File: config.mk
export PLATFORM = sky130hd
export DESIGN_NAME = regfile_mp_sb_flat
export DESIGN_NICKNAME = d
export VERILOG_FILES = /design/src/rtl/regfile_mp_sb_if.sv /design/src/rtl/regfile_mp_sb.sv /design/src/flat_wrapper.sv
export SDC_FILE = /design/constraint.sdc
export NUM_CORES = 2
export LEC_CHECK = 0
export CORE_MARGIN = 2
export CORE_UTILIZATION = 40
export DETAILED_ROUTE_END_ITERATION = 10
export PLACE_DENSITY = 0.57
export SKIP_CTS_REPAIR_TIMING = 1
export SLEW_MARGIN = 20
export SYNTH_ARGS = -nofsm -noshare
export SYNTH_HDL_FRONTEND = slang
export SYNTH_SLANG_ARGS = --single-unit
export TNS_END_PERCENT = 50
File: constraint.sdc
create_clock -name clk -period 3.24 [get_ports clk]
set_input_delay 0.648 -clock clk [delete_from_list [all_inputs] [get_ports clk]]
set_output_delay 0.648 -clock clk [all_outputs]
set_load 0.02 [all_outputs]
File: src/rtl/regfile_mp_sb_if.sv
// Register-file bus: read ports, two write ports, scoreboard issue and trace PC.
// master drives addresses/writes/issue; slave is the register file.
interface regfile_mp_sb_if #(
  parameter int unsigned DW  = 32,
  parameter int unsigned AW  = 5,
  parameter int unsigned NRD = 2
);
  logic [NRD*AW-1:0] rd_addr;
  logic [NRD*DW-1:0] rd_data;
  logic [NRD-1:0]    rd_busy;
  logic              wa_en;
  logic [AW-1:0]     wa_addr;
  logic [DW-1:0]     wa_data;
  logic              wb_en;
  logic [AW-1:0]     wb_addr;
  logic [DW-1:0]     wb_data;
  logic              iss_en;
  logic [AW-1:0]     iss_addr;
  logic [31:0]       trace_pc;
  logic              busy_any;

  modport master (
    output rd_addr, wa_en, wa_addr, wa_data, wb_en, wb_addr, wb_data, iss_en, iss_addr, trace_pc,
    input  rd_data, rd_busy, busy_any
  );

  modport slave (
    input  rd_addr, wa_en, wa_addr, wa_data, wb_en, wb_addr, wb_data, iss_en, iss_addr, trace_pc,
    output rd_data, rd_busy, busy_any
  );
endinterface

File: src/rtl/regfile_mp_sb.sv
// Multi-read, dual-write register file with write bypass and a busy-bit scoreboard.
// Optional write trace printing is enabled by defining REGFILE_TRACE_EN.
module regfile_mp_sb #(
  parameter int unsigned DW       = 32,
  parameter int unsigned AW       = 5,
  parameter int unsigned NRD      = 2,
  parameter bit          ZERO_REG = 1'b1
) (
  input logic            clk,
  input logic            rst,
  regfile_mp_sb_if.slave bus
);
  localparam int unsigned NREG = 2 ** AW;

  logic [DW-1:0]   mem_q [NREG] = '{default: '0};
  logic [NREG-1:0] busy_q, busy_d;
  logic            busy_any_q;
  logic            wa_eff, wb_eff, iss_eff;

  assign wa_eff  = bus.wa_en  && (!ZERO_REG || bus.wa_addr  != '0);
  assign wb_eff  = bus.wb_en  && (!ZERO_REG || bus.wb_addr  != '0);
  assign iss_eff = bus.iss_en && (!ZERO_REG || bus.iss_addr != '0);

  // Port B outranks port A on a same-address collision, both here and in storage.
  function automatic logic [DW-1:0] rd_value(input logic [AW-1:0] a);
    if (ZERO_REG && a == '0)          return '0;
    if (wb_eff && bus.wb_addr == a)   return bus.wb_data;
    if (wa_eff && bus.wa_addr == a)   return bus.wa_data;
    return mem_q[a];
  endfunction

  // Data arriving by bypass this cycle is never reported as busy.
  function automatic logic rd_pending(input logic [AW-1:0] a);
    if (ZERO_REG && a == '0)                                  return 1'b0;
    if ((wb_eff && bus.wb_addr == a) || (wa_eff && bus.wa_addr == a)) return 1'b0;
    return busy_q[a];
  endfunction

  always_comb begin
    bus.rd_data = '0;
    bus.rd_busy = '0;
    for (int k = 0; k < NRD; k++) begin
      bus.rd_data[k*DW +: DW] = rd_value(bus.rd_addr[k*AW +: AW]);
      bus.rd_busy[k]          = rd_pending(bus.rd_addr[k*AW +: AW]);
    end
  end

  // Issue is applied last so it wins over a same-cycle clear.
  always_comb begin
    busy_d = busy_q;
    if (wa_eff)  busy_d[bus.wa_addr]  = 1'b0;
    if (wb_eff)  busy_d[bus.wb_addr]  = 1'b0;
    if (iss_eff) busy_d[bus.iss_addr] = 1'b1;
  end

  always_ff @(posedge clk) begin
    if (rst) begin
      for (int r = 0; r < NREG; r++) mem_q[r] <= '0;
      busy_q     <= '0;
      busy_any_q <= 1'b0;
    end else begin
      if (wa_eff) mem_q[bus.wa_addr] <= bus.wa_data;
      if (wb_eff) mem_q[bus.wb_addr] <= bus.wb_data;
      busy_q     <= busy_d;
      busy_any_q <= |busy_d;
`ifdef REGFILE_TRACE_EN
      if (wa_eff && !(wb_eff && bus.wb_addr == bus.wa_addr))
        $display("@%h: $%d <= %h", bus.trace_pc, bus.wa_addr, bus.wa_data);
      if (wb_eff)
        $display("@%h: $%d <= %h", bus.trace_pc, bus.wb_addr, bus.wb_data);
`endif
    end
  end

`ifndef REGFILE_TRACE_EN
  logic unused_trace_pc;
  assign unused_trace_pc = ^bus.trace_pc;
`endif

  assign bus.busy_any = busy_any_q;
endmodule

File: src/flat_wrapper.sv
// flat-port wrapper written by rule: the top's interface ports become plain ports
module regfile_mp_sb_flat 
#(
  parameter int unsigned DW       = 32,
  parameter int unsigned AW       = 5,
  parameter int unsigned NRD      = 2,
  parameter bit          ZERO_REG = 1'b1
)
  (clk, rst, bus_rd_addr, bus_wa_en, bus_wa_addr, bus_wa_data, bus_wb_en, bus_wb_addr, bus_wb_data, bus_iss_en, bus_iss_addr, bus_trace_pc, bus_rd_data, bus_rd_busy, bus_busy_any);
  regfile_mp_sb_if #(.DW(DW), .AW(AW), .NRD(NRD)) bus_i ();
  input logic clk;
  input logic rst;
  input wire logic [$bits(bus_i.rd_addr)-1:0] bus_rd_addr;
  input wire logic [$bits(bus_i.wa_en)-1:0] bus_wa_en;
  input wire logic [$bits(bus_i.wa_addr)-1:0] bus_wa_addr;
  input wire logic [$bits(bus_i.wa_data)-1:0] bus_wa_data;
  input wire logic [$bits(bus_i.wb_en)-1:0] bus_wb_en;
  input wire logic [$bits(bus_i.wb_addr)-1:0] bus_wb_addr;
  input wire logic [$bits(bus_i.wb_data)-1:0] bus_wb_data;
  input wire logic [$bits(bus_i.iss_en)-1:0] bus_iss_en;
  input wire logic [$bits(bus_i.iss_addr)-1:0] bus_iss_addr;
  input wire logic [$bits(bus_i.trace_pc)-1:0] bus_trace_pc;
  output wire logic [$bits(bus_i.rd_data)-1:0] bus_rd_data;
  output wire logic [$bits(bus_i.rd_busy)-1:0] bus_rd_busy;
  output wire logic [$bits(bus_i.busy_any)-1:0] bus_busy_any;
  assign bus_i.rd_addr = bus_rd_addr;
  assign bus_i.wa_en = bus_wa_en;
  assign bus_i.wa_addr = bus_wa_addr;
  assign bus_i.wa_data = bus_wa_data;
  assign bus_i.wb_en = bus_wb_en;
  assign bus_i.wb_addr = bus_wb_addr;
  assign bus_i.wb_data = bus_wb_data;
  assign bus_i.iss_en = bus_iss_en;
  assign bus_i.iss_addr = bus_iss_addr;
  assign bus_i.trace_pc = bus_trace_pc;
  assign bus_rd_data = bus_i.rd_data;
  assign bus_rd_busy = bus_i.rd_busy;
  assign bus_busy_any = bus_i.busy_any;
  regfile_mp_sb #(.DW(DW), .AW(AW), .NRD(NRD), .ZERO_REG(ZERO_REG)) u_core (.clk(clk), .rst(rst), .bus(bus_i));
endmodule
==> metrics.csv <==
metric,value,unit
Pwr per Cell Area,459,mW/mm^2
Die ar.,0.160,mm^2
RR Endpoint,u_core.bus.busy_any,
FP Rows,145,
Initial Utilization,40.2,%
Yosys reg bits,1057,
antenna diode count,0,
Finished Cell Area,0.0791,mm^2
hold endpoint,u_core.busy_q[2],
Area Growth Syn to Fin,26.1,%
Vias/cell,7.15,
final core utilization,50.7,%
worst slew pin tran,0.953,ns
gp weighted congestion,1.02,
hold path start,rst,
Peak supply drop,0.442,mV
Core Footprint,0.156,mm^2
clk_lat worst skew,0.73,ns
failing checks,negative setup slack,
Clock Sinks,1057,
length in cells of the worst reg-to-reg path,4,
top_reg_cell synth,edfxtp_1,
# DRC,0,
sequential share of power,44.8,%
GRT overflow,0,
switching part of the total power,28.0,%
cell count after synthesis,4290,
Worst EP required,2.59,ns
CP Launch Point,u_core.mem_q[12][0],
R2R Setup Slk,1.72,ns
share of async-settable or async-resettable flops after synthesis,0,%
Max Clk Rate,0.266,GHz
Switch Pwr,10200,uW
first-pass GRT wire length,367,mm
Comb power frac,19.9,%
maxcap violations,0,
CTS tree,yes,
register area share after synthesis,50.1,%
crit path DAT,3.12,ns
I/O Pins,193,
critical path peak fanout,2,
Wirelength per Cell,39.6,um
Min-Delay Path Class,input pin to flop,
FF-to-FF Start,u_core.busy_q[29],
largest net degree at the start of global routing,52,
Crit path largest cell delay,0.48,ns
drt total wl,272,mm
initial antenna violation count,0,
number of enable flip-flop cells after synthesis,1024,
H-Tree Depth,3,
Tot GR Track Use,32.7,%
Hold Path Stages,2,
internal power,26100,uW
startpoint type of the worst setup path,flop,
status,"finished, violations left",
share of layout cells above drive strength 1,42.6,%
Clk pwr share,35.3,%
syn_area_per_cell,14.6,um^2
CP max stage cell,mux4_2,
leakage,0.0278,uW
RSZ-0062 raised after global routing,true,
Die Width,400,um
IO buf count,160,
final setup margin,-0.525,ns
DRT iter0 DRCs,7215,
Die Ht,400,um
setup violators final,66,
post-detail-place hpwl,169,mm
post-synth cell types,56,
vias in the first global route,47500,
"Worst Path Class, Setup",flop to output port,
CP endpoint kind,output port,
Final min period,3.76,ns
post-route ant nets,0,
# fillers,13000,
final hold vios,0,
Num CTS Buffers,117,
Layout Skew,0.00587,ns
Placed Area,0.0720,mm^2
area of the mapped netlist,0.0627,mm^2
1st-pass router iterations,5,
vias,49200,
Clock transition at path regs,0.06,ns
worst rel slew slack,36.3,%
Max Buffers Root-to-Sink,3,
Ys Warns,0,
crit share post-route,116,%
Final Net Count,4849,
fin. max-slew vios,0,
CP cell instances,mux4_2 > mux2_4 > o22ai_2 > buf_6 > nor3_4 > a211oi_4 > buf_4 > nor3_4 > buf_6,
CTS Root Cell,clkbuf_16,
==> sequential cells by signal, summed over array words and instances, names as in the netlist <==
name,flops
u_core.mem_q,1024
u_core.busy_q,32
u_core.bus.busy_any,1
==> cell type report <==
class / count / area [um^2] / share of cell area [%]
inverters: 1 / 3.75 / 0.00475
well taps: 2058 / 2570 / 3.26
clock inverters: 62 / 443 / 0.560
multi-input cells: 2574 / 30200 / 38.2
clock buffers: 149 / 3110 / 3.93
repair buffers: 972 / 11300 / 14.3
flip-flops and latches: 1057 / 31400 / 39.7
==> cell usage after synthesis, types with 5 or more instances <==
| master | n | area share, % |
|---|---|---|
| buf_2 | 94 | 0.75 |
| nand3b_1 | 11 | 0.13 |
| nor4_1 | 5 | 0.050 |
| mux2_2 | 180 | 3.2 |
| edfxtp_1 | 1024 | 49 |
| mux2i_1 | 91 | 1.5 |
| nor2_1 | 162 | 0.97 |
| o22ai_1 | 67 | 0.67 |
| mux4_2 | 534 | 19 |
| a32oi_1 | 31 | 0.43 |
| o21ai_1 | 5 | 0.040 |
| buf_6 | 52 | 0.93 |
| nand2_1 | 83 | 0.50 |
| o21ai_2 | 10 | 0.14 |
| a221o_1 | 15 | 0.24 |
| and3b_1 | 5 | 0.070 |
| a21oi_1 | 28 | 0.22 |
| dfxtp_1 | 33 | 1.1 |
| nand4_1 | 7 | 0.070 |
| mux2_1 | 13 | 0.23 |
| buf_4 | 27 | 0.32 |
| xor2_1 | 10 | 0.14 |
| nand2b_1 | 7 | 0.070 |
| nor3_1 | 102 | 0.81 |
| nor2b_1 | 10 | 0.10 |
| xnor2_1 | 10 | 0.14 |
| clkbuf_1 | 472 | 2.8 |
| a211oi_1 | 90 | 1.1 |
| nor3b_1 | 9 | 0.11 |
| nand3_1 | 22 | 0.18 |
| buf_1 | 37 | 0.22 |
| a22o_1 | 992 | 14 |
==> cells by family after synthesis <==
family | count (synthesis) | share of synthesized area, %
flops | 1057 | 50.1
other cells | 1 | 0.00598
mux | 818 | 24.1
compound gates | 1246 | 16.8
xor+xnor | 20 | 0.279
simple gates | 458 | 3.55
buf+inv | 690 | 5.19
==> power groups by stage <==
stage	clock network, uW	logic [uW]	registers, uW
4_1_cts	12800	6420	16200
2_1_floorplan	0	3520	16400
6_report	12800	7240	16300
3_5_place_dp	0	6400	16500
5_1_grt	13300	7390	16300
3_3_place_gp	0	6380	16500
==> metal layers <==
layer | routed length, um | GRT usage [%]
met1 | 102000 | 43.9
met2 | 121000 | 48.8
met3 | 36000 | 9.73
met4 | 13700 | 15.1
met5 | 50 | 0
==> critical path, delay by kind of cell (launching register included) <==
family / cells / cell delay [ns]
muxes: 2 / 0.78
AOI/OAI and AO/OA: 2 / 0.62
buffers and inverters: 3 / 0.49
DFF: 1 / 0.39
and+or+nand+nor: 2 / 0.09
==> through the flow <==
| step | std cells | hold WS [ns] | setup TNS [ns] | setup slack (ns) | total power, uW |
|---|---|---|---|---|---|
| 4_1_cts | 6749 | 0.397 | -58.13 | -1.38 | 35500 |
| 3_3_place_gp | 6538 | 0.504 | -57.46 | -1.42 | 22800 |
| 2_1_floorplan | 4321 | 0.463 | 0 | 0.00516 | 19900 |
| 5_1_grt | 6873 | 0.422 | -22.78 | -0.558 | 37100 |
| 3_5_place_dp | 6538 | 0.501 | -58.13 | -1.36 | 22900 |
| 6_report | 6873 | 0.413 | -20.56 | -0.525 | 36300 |
==> worst max-delay path by stage <==
stage | endpoint | slack, ns | cells past startpoint
CTS | bus_rd_data[0] | -1.38 | 11
detailed placement | bus_rd_data[0] | -1.36 | 11
floorplan | bus_rd_busy[0] | 0.005 | 7
global placement | bus_rd_data[0] | -1.42 | 11
finish | bus_rd_data[0] | -0.52 | 9
global route | bus_rd_data[0] | -0.56 | 9
==> layout by cell type, fill, tap and decap left out, types with 12 or more instances in the layout <==
cell	instances
mux2_4	31
buf_2	14
a21oi_2	18
a211oi_1	26
clkbuf_16	138
buf_16	20
buf_4	518
a221o_1	15
nand2_2	26
mux4_2	534
buf_12	211
mux2_2	152
conb_1	32
clkdlybuf4s50_1	72
o22ai_1	18
nor3_2	37
o22ai_4	21
a32oi_1	31
clkbuf_1	29
clkinv_1	23
clkinv_2	25
nor3_1	46
mux2i_1	90
nor3_4	20
buf_6	77
a211oi_4	20
nor2_4	31
a21oi_1	12
nand2_1	57
dlymetal6s2s_1	23
nor2_1	130
o22ai_2	28
a211oi_2	46
nand3_1	21
buf_8	13
dfxtp_1	33
a22o_1	992
edfxtp_1	1024
No activity file was read; power rests on OpenSTA's default activity.
